[config.mk]
export PLATFORM = sky130hd
export DESIGN_NAME = motor_pwm_driver
export DESIGN_NICKNAME = d
export VERILOG_FILES = /design/src/rtl/motor_pwm_driver.sv
export SDC_FILE = /design/constraint.sdc
export NUM_CORES = 1
export LEC_CHECK = 0
export ABC_AREA = 1
export CORE_MARGIN = 3
export CORE_UTILIZATION = 40
export CTS_CLUSTER_DIAMETER = 150
export DETAILED_ROUTE_END_ITERATION = 7
export SYNTH_ARGS = -nofsm -noshare
export SYNTH_HDL_FRONTEND = slang
export SYNTH_SLANG_ARGS = --single-unit
[constraint.sdc]
create_clock -name clk -period 3.3 [get_ports clk]
set_input_delay 0.33 -clock clk [delete_from_list [all_inputs] [get_ports clk]]
set_output_delay 0.33 -clock clk [all_outputs]
set_load 0.05 [all_outputs]
[src/rtl/motor_pwm_driver.sv]
// Four-channel H-bridge PWM driver with per-motor soft-start ramp, dead time on reversal
// and a shared duty limit. All outputs are registered.
module motor_pwm_driver #(
  parameter int unsigned PWM_BITS    = 8,
  parameter int unsigned RAMP_DIV    = 4,
  parameter int unsigned RAMP_STEP   = 16,
  parameter int unsigned DEAD_CYCLES = 8
) (
  input  logic                clk,
  input  logic                rst,
  input  logic [7:0]          sel_protected,
  input  logic [PWM_BITS-1:0] duty_limit,
  output logic [7:0]          motor_out,
  output logic [3:0]          running
);

  localparam int unsigned PreW  = (RAMP_DIV > 1) ? $clog2(RAMP_DIV) : 1;
  localparam int unsigned DeadW = $clog2(DEAD_CYCLES + 1);

  typedef enum logic [2:0] {StIdle, StRamp, StRun, StDead, StBrake} state_e;

  logic [PWM_BITS-1:0] pwm_cnt_q;
  logic [PreW-1:0]     presc_q;
  logic                ramp_tick;

  state_e              state_q [4];
  state_e              state_d [4];
  logic [PWM_BITS-1:0] duty_q  [4];
  logic [PWM_BITS-1:0] duty_d  [4];
  logic [DeadW-1:0]    dead_q  [4];
  logic [DeadW-1:0]    dead_d  [4];
  logic [3:0]          dir_q, dir_d;   // 0 forward, 1 reverse

  logic [7:0]          motor_out_d;
  logic [3:0]          running_d;
  logic [1:0]          cmd;
  logic [PWM_BITS:0]   sum;
  logic                pwm;

  assign ramp_tick = (presc_q == PreW'(RAMP_DIV - 1));

  always_ff @(posedge clk) begin
    if (rst) begin
      pwm_cnt_q <= '0;
      presc_q   <= '0;
      motor_out <= '0;
      running   <= '0;
      dir_q     <= '0;
      for (int i = 0; i < 4; i++) begin
        state_q[i] <= StIdle;
        duty_q[i]  <= '0;
        dead_q[i]  <= '0;
      end
    end else begin
      pwm_cnt_q <= pwm_cnt_q + 1'b1;
      presc_q   <= ramp_tick ? '0 : presc_q + PreW'(1);
      motor_out <= motor_out_d;
      running   <= running_d;
      dir_q     <= dir_d;
      for (int i = 0; i < 4; i++) begin
        state_q[i] <= state_d[i];
        duty_q[i]  <= duty_d[i];
        dead_q[i]  <= dead_d[i];
      end
    end
  end

  always_comb begin
    motor_out_d = '0;
    running_d   = '0;
    dir_d       = dir_q;
    cmd         = 2'b00;
    sum         = '0;
    pwm         = 1'b0;
    for (int i = 0; i < 4; i++) begin
      state_d[i] = state_q[i];
      duty_d[i]  = duty_q[i];
      dead_d[i]  = dead_q[i];
      cmd        = sel_protected[2*i +: 2];
      // One bit wider than duty so the increment cannot wrap before the clamp.
      sum        = {1'b0, duty_q[i]} + (PWM_BITS + 1)'(RAMP_STEP);

      if (cmd == 2'b00) begin
        state_d[i] = StIdle;
        duty_d[i]  = '0;
      end else if (cmd == 2'b11) begin
        state_d[i] = StBrake;
        duty_d[i]  = '0;
      end else begin
        case (state_q[i])
          StIdle: begin
            dir_d[i]   = cmd[1];
            state_d[i] = StRamp;
          end
          StRamp, StRun: begin
            if (cmd[1] != dir_q[i]) begin
              state_d[i] = StDead;
              duty_d[i]  = '0;
              dead_d[i]  = DeadW'(DEAD_CYCLES);
            end else if (state_q[i] == StRun) begin
              if (duty_limit > duty_q[i]) state_d[i] = StRamp;
              else                        duty_d[i]  = duty_limit;
            end else if (duty_q[i] == duty_limit) begin
              state_d[i] = StRun;
            end else if (duty_q[i] > duty_limit) begin
              duty_d[i] = duty_limit;
            end else if (ramp_tick) begin
              duty_d[i] = (sum > {1'b0, duty_limit}) ? duty_limit : sum[PWM_BITS-1:0];
            end
          end
          StDead: begin
            // The direction is taken from the command present when dead time expires.
            if (dead_q[i] == '0) begin
              dir_d[i]   = cmd[1];
              state_d[i] = StRamp;
            end else begin
              dead_d[i] = dead_q[i] - DeadW'(1);
            end
          end
          StBrake: begin
            state_d[i] = StDead;
            duty_d[i]  = '0;
            dead_d[i]  = DeadW'(DEAD_CYCLES);
          end
          default: state_d[i] = StIdle;
        endcase
      end

      pwm = (pwm_cnt_q < duty_q[i]);
      case (state_q[i])
        StRamp, StRun: motor_out_d[2*i +: 2] = dir_q[i] ? {pwm, 1'b0} : {1'b0, pwm};
        StBrake:       motor_out_d[2*i +: 2] = 2'b11;
        default:       motor_out_d[2*i +: 2] = 2'b00;
      endcase
      running_d[i] = (state_q[i] == StRun);
    end
  end

endmodule

# Word level (Yosys, flattened, before mapping)
# Memory sizes are Yosys's and may differ from the RTL's.
# Index checks and enable logic that the tools add are counted.
totals:
  ram_bits: 60
  out_inout_bits: 12
  n_memories: 3
  regBits: 26
  word_cells: 238
  inputBits: 18
op_classes:
  add_sub_neg: 10
  n_bitwise: 20
  order_cmp: 16
  reduce_logical: 25
  n_eq_ne: 33
  mux: 123
mem_list:
  columns: ["name", "depth", "width", "rd", "rd_clocked_by_memory_dff", "write_ports", "line", "source"]
  rows:
  - ["duty_q", 4, 8, 4, 0, 4, "28", "logic [PWM_BITS-1:0] duty_q [4];"]
  - ["dead_q", 4, 4, 4, 0, 4, "30", "logic [DeadW-1:0] dead_q [4];"]
  - ["state_q", 4, 3, 4, 0, 4, "26", "state_e state_q [4];"]
op_table:
  columns: ["operator", "n"]
  rows:
  - ["8-bit 2-to-1 mux", 40]
  - ["3-bit 2-to-1 mux", 32]
  - ["4-bit 2-to-1 mux", 20]
  - ["8-bit > comparator", 8]
  - ["8-bit case mux with 2 select lines", 4]
  - ["3-bit case mux with 4 select lines", 4]
  - ["4-bit case mux with 3 select lines", 4]
  - ["8-bit by 5-bit adder with 9-bit output (second input constant)", 4]
  - ["9-bit by 8-bit > comparator with 1-bit output", 4]
  - ["8-bit == test", 4]
  - ["8-bit less-than comparator", 4]
  - ["3-bit by 2-bit == test with 1-bit output (second input constant)", 8]
  - ["4-bit logical NOT", 4]
  - ["2-bit case mux with 2 select lines", 4]
  - ["4-bit AND reduction", 4]
  - ["4-bit by 1-bit subtractor with 4-bit output (second input constant)", 4]
  - ["3-bit by 1-bit == test with 1-bit output (second input constant)", 4]
  - ["3-bit == test (second input constant)", 4]
  - ["3-bit logical NOT", 4]
  - ["1-bit bitwise OR", 12]
  - ["2-bit == test (second input constant)", 5]
  - ["2-bit OR reduction", 5]
  - ["8-bit by 1-bit adder with 8-bit output (second input constant)", 1]
  - ["2-bit logical NOT", 4]
  - ["8 further kinds", 36]

# Depth between registers and ports, before layout
depth:
  word_depth: 12
  depth_mapped: 17
  mapped_depth_nobuf: 17

# Worst setup path before layout
# No wires, ideal clock.
synth_timing:
  path_type: "register to register"
  startpoint: "memory duty_q[2][4]"
  endpoint: "memory duty_q[2][3]"
  required_time_ns: 3.187
  slack_ns: 1.315
  path_buffers: 0
  setup_time_ns: 0.113
  path_stages_with_launch: 13
  arrival_ns: 1.873
  synth_period_minus_slack_ns: 1.985
  cell_sequence: "dfxtp_1 ha_1 xor2_1 ha_1 nand3_1 nor2_1 nand3_1 nand2_1 nand3_1 nand2_1 nor2_1 nor2_1 nor2_1"
synth_rtl:
  columns: ["item", "line"]
  rows:
  - ["start, declared", "28"]

==> results.toml <==
[floorplan]
ios = 30
fp-row-count = 47
start_util_pct = 41.4
die-area_um2 = 19000
die_w_um = 138
core_area_um2 = 16800
die_h_um = 138

[sta]
rsz0062_at_grt = "false"
fin_crit_ps = 2500
setup_viol = 0
post-route-period-util_pct = 75.6
skew_ps = 7.00
setup_tns_ps = 0
fin_ws_ps = 804
worst_pin_slew_ps = 727
finalHoldViolCount = 0
clock.fmax_ghz = 0.401
slew_headroom_pct = 51.2
slew_violations = 0

[global_routing]
grt_max_degree = 21
antenna_found_initial = 0
first_global_vias = 6107
gr-total-overflow = 0
grt_pass1_wl_um = 28900
grtUsageTotal_pct = 19.2

[layout]
n_fill_cell = 1731
synthToLayoutAreaGrowth_pct = 12.8
diodes = 0
layout.nets = 1186
drive_above_1_share_pct = 8.00
stdcell_area_um2 = 7830
stdcell_count = 1295

[placement]
dpl_cell_area_um2 = 7530
place_congestion = 0.864
port_buffers = 29
dp.cells = 1279
place_ws_ps = 429
hpwl_um = 13400

[synthesis]
synth_edf_count = 0
netlist-cell-type-count = 48
syn_inst = 1029
ys_warn_count = 0
syn_nets = 1145
ys_ff_latch = 86
yosysSeqAreaShare_pct = 24.8
avgSynthCellArea_um2 = 6.75
synth.cell_area_um2 = 6940
synthArstFlopShare_pct = 0
ys.flop_type = "dfxtp_1"

[pwr]
power.switching_mw = 1.07
clockPowerShare_pct = 34.4
power_density_nw_per_um2 = 397
ir_drop_mv = 0.311
p_sw_share_pct = 34.3
cellLeakagePower_nw = 3.72
combPwrFrac_pct = 28.2
internal_power_mw = 2.04
seqPwrFrac_pct = 37.4

[clocking]
clock_latency_ps = 350
cts_setup_buffers = 0
cts_resized = 0
cts_tree = "built"
htreeDepth = 3
cts.sinks = 86
cts-root-buf = "clkbuf_16"
hold_buffers = 0
clockBufferDepth = 2
cts.reportedPaths.clkPinSlew_ps = 60
cts_buffers = 9

[critical_path]
crit_fanout = 8
critPathKind = "in2reg"
regToRegSetupSlack_ps = 890
end_kind = "flip-flop"
arrival_ps = 2740
worstPathRequired_ps = 3540
cp-start-kind = "primary input"

[drt]
wl_um = 17300
drtAntennaViolNets = 0
num_vias = 6460
drtIter0Drc = 345
post_drt_wl_per_cell_um = 13.4
drcViolationCount = 0
drt_pass1_iterations = 5
routed_via_density = 4.99

[job]
maxCapViolations = 0

[status]
status = "complete, no violations"

[worst_hold_path]
hp-class = "reg2reg"
[metrics by stage]
step	utilization (%)	total power, mW	hold slack (ps)
global placement	44.9	2.06	427
CTS	46.7	3.15	449
floorplan	-	1.83	408
global route	46.7	3.31	459
finish	46.7	3.11	441
detailed placement	44.9	2.06	440
[sequential cells by signal (all words and copies together) (netlist names)]
register and count:
motor_out 8, dead_q 16, presc_q 2, duty_q 32
state_q 12, dir_q 4, pwm_cnt_q 8, running 4
[per-layer routing]
layer / share of wire (%) / global-route usage (%)
met3: 3.8 / 2.19
met4: 2.1 / 6.75
met5: 0 / 0
met2: 43 / 30.7
met1: 51 / 26.9
[cell type report]
class                   instances  area (um^2)  area share (%)
multi-input cells             773         4570            58.4
repair buffers                 35          335            4.28
clock inverters                 4         45.0           0.575
well taps                     220          275            3.52
clock buffers                  12          256            3.28
inverters                     165          622            7.94
flip-flops and latches         86         1720            22.0
[cells by family after synthesis]
family / synth area share [%]
AO/OA/AOI/OAI: 11.6
XOR/XNOR: 2.34
buffers and inverters: 9.34
AND/OR/NAND/NOR: 34.2
adder cells (fa/ha/maj): 17.7
flip-flops: 24.8
[cell usage in the layout (no fill, tap or decap), types with 3 or more instances in the layout]
master	count
clkbuf_16	9
nand3_2	6
dfxtp_1	86
nand2_2	12
clkinv_2	3
ha_1	98
a21oi_1	77
o21ai_0	23
inv_1	151
o21a_1	5
nand4_1	32
nand2_1	255
clkdlybuf4s50_1	29
a21boi_0	4
nor2_2	8
o21bai_1	5
nor3_1	9
o211ai_1	3
nand3_1	64
o21ai_1	4
nor2_1	111
a31oi_1	3
a21oi_2	3
nand2_4	5
inv_2	13
nor3_2	3
nand3_4	4
xor2_1	11
buf_4	6
[power groups by stage]
stage               sequential [mW]  combinational (mW)  clock [mW]
floorplan                      1.20               0.634           0
global placement               1.18               0.873           0
detailed placement             1.18               0.875           0
CTS                            1.16               0.880        1.10
global route                   1.17                1.01        1.13
finish                         1.16               0.877        1.07
[final timing paths]
kind / to / depth (start not counted) / start
setup / recovery: duty_q[1][3] / 13 / duty_limit[6]
hold / removal: presc_q[0] / 1 / presc_q[0]
setup reg to reg: duty_q[2][2] / 13 / duty_q[2][5]
hold reg to reg: presc_q[0] / 1 / presc_q[0]
[cells in the mapped netlist (all sizes together) (2+ instances only)]
master / instances / share of area, %
a311oi: 2 / 0.25
o21ai: 28 / 2.1
o211ai: 3 / 0.32
a21o: 2 / 0.22
nor3b: 4 / 0.58
nor2: 121 / 7.0
dfxtp: 86 / 25
a211oi: 2 / 0.22
a21boi: 4 / 0.43
nand4: 33 / 3.1
clkbuf: 3 / 0.16
o311ai: 2 / 0.25
xnor2: 3 / 0.49
nand2: 272 / 16
a21oi: 81 / 6.2
buf: 2 / 0.22
ha: 98 / 18
o21a: 5 / 0.54
a31oi: 3 / 0.27
nor3: 12 / 1.1
nand3: 74 / 6.5
inv: 165 / 9.0
o21bai: 5 / 0.54
xor2: 13 / 1.9
[critical path, cell delays in order]
cell and delay (ps):
clkdlybuf4s50_1 430, inv_1 380, ha_1 330, a21oi_1 150
nor2_1 50, nor2_1 160, nand2_1 130, nand2_4 140
nand3_1 280, nand3_1 160, nand3_1 70, nand2_1 70
nor2_1 40
No activity file was read; power rests on OpenSTA's default activity.
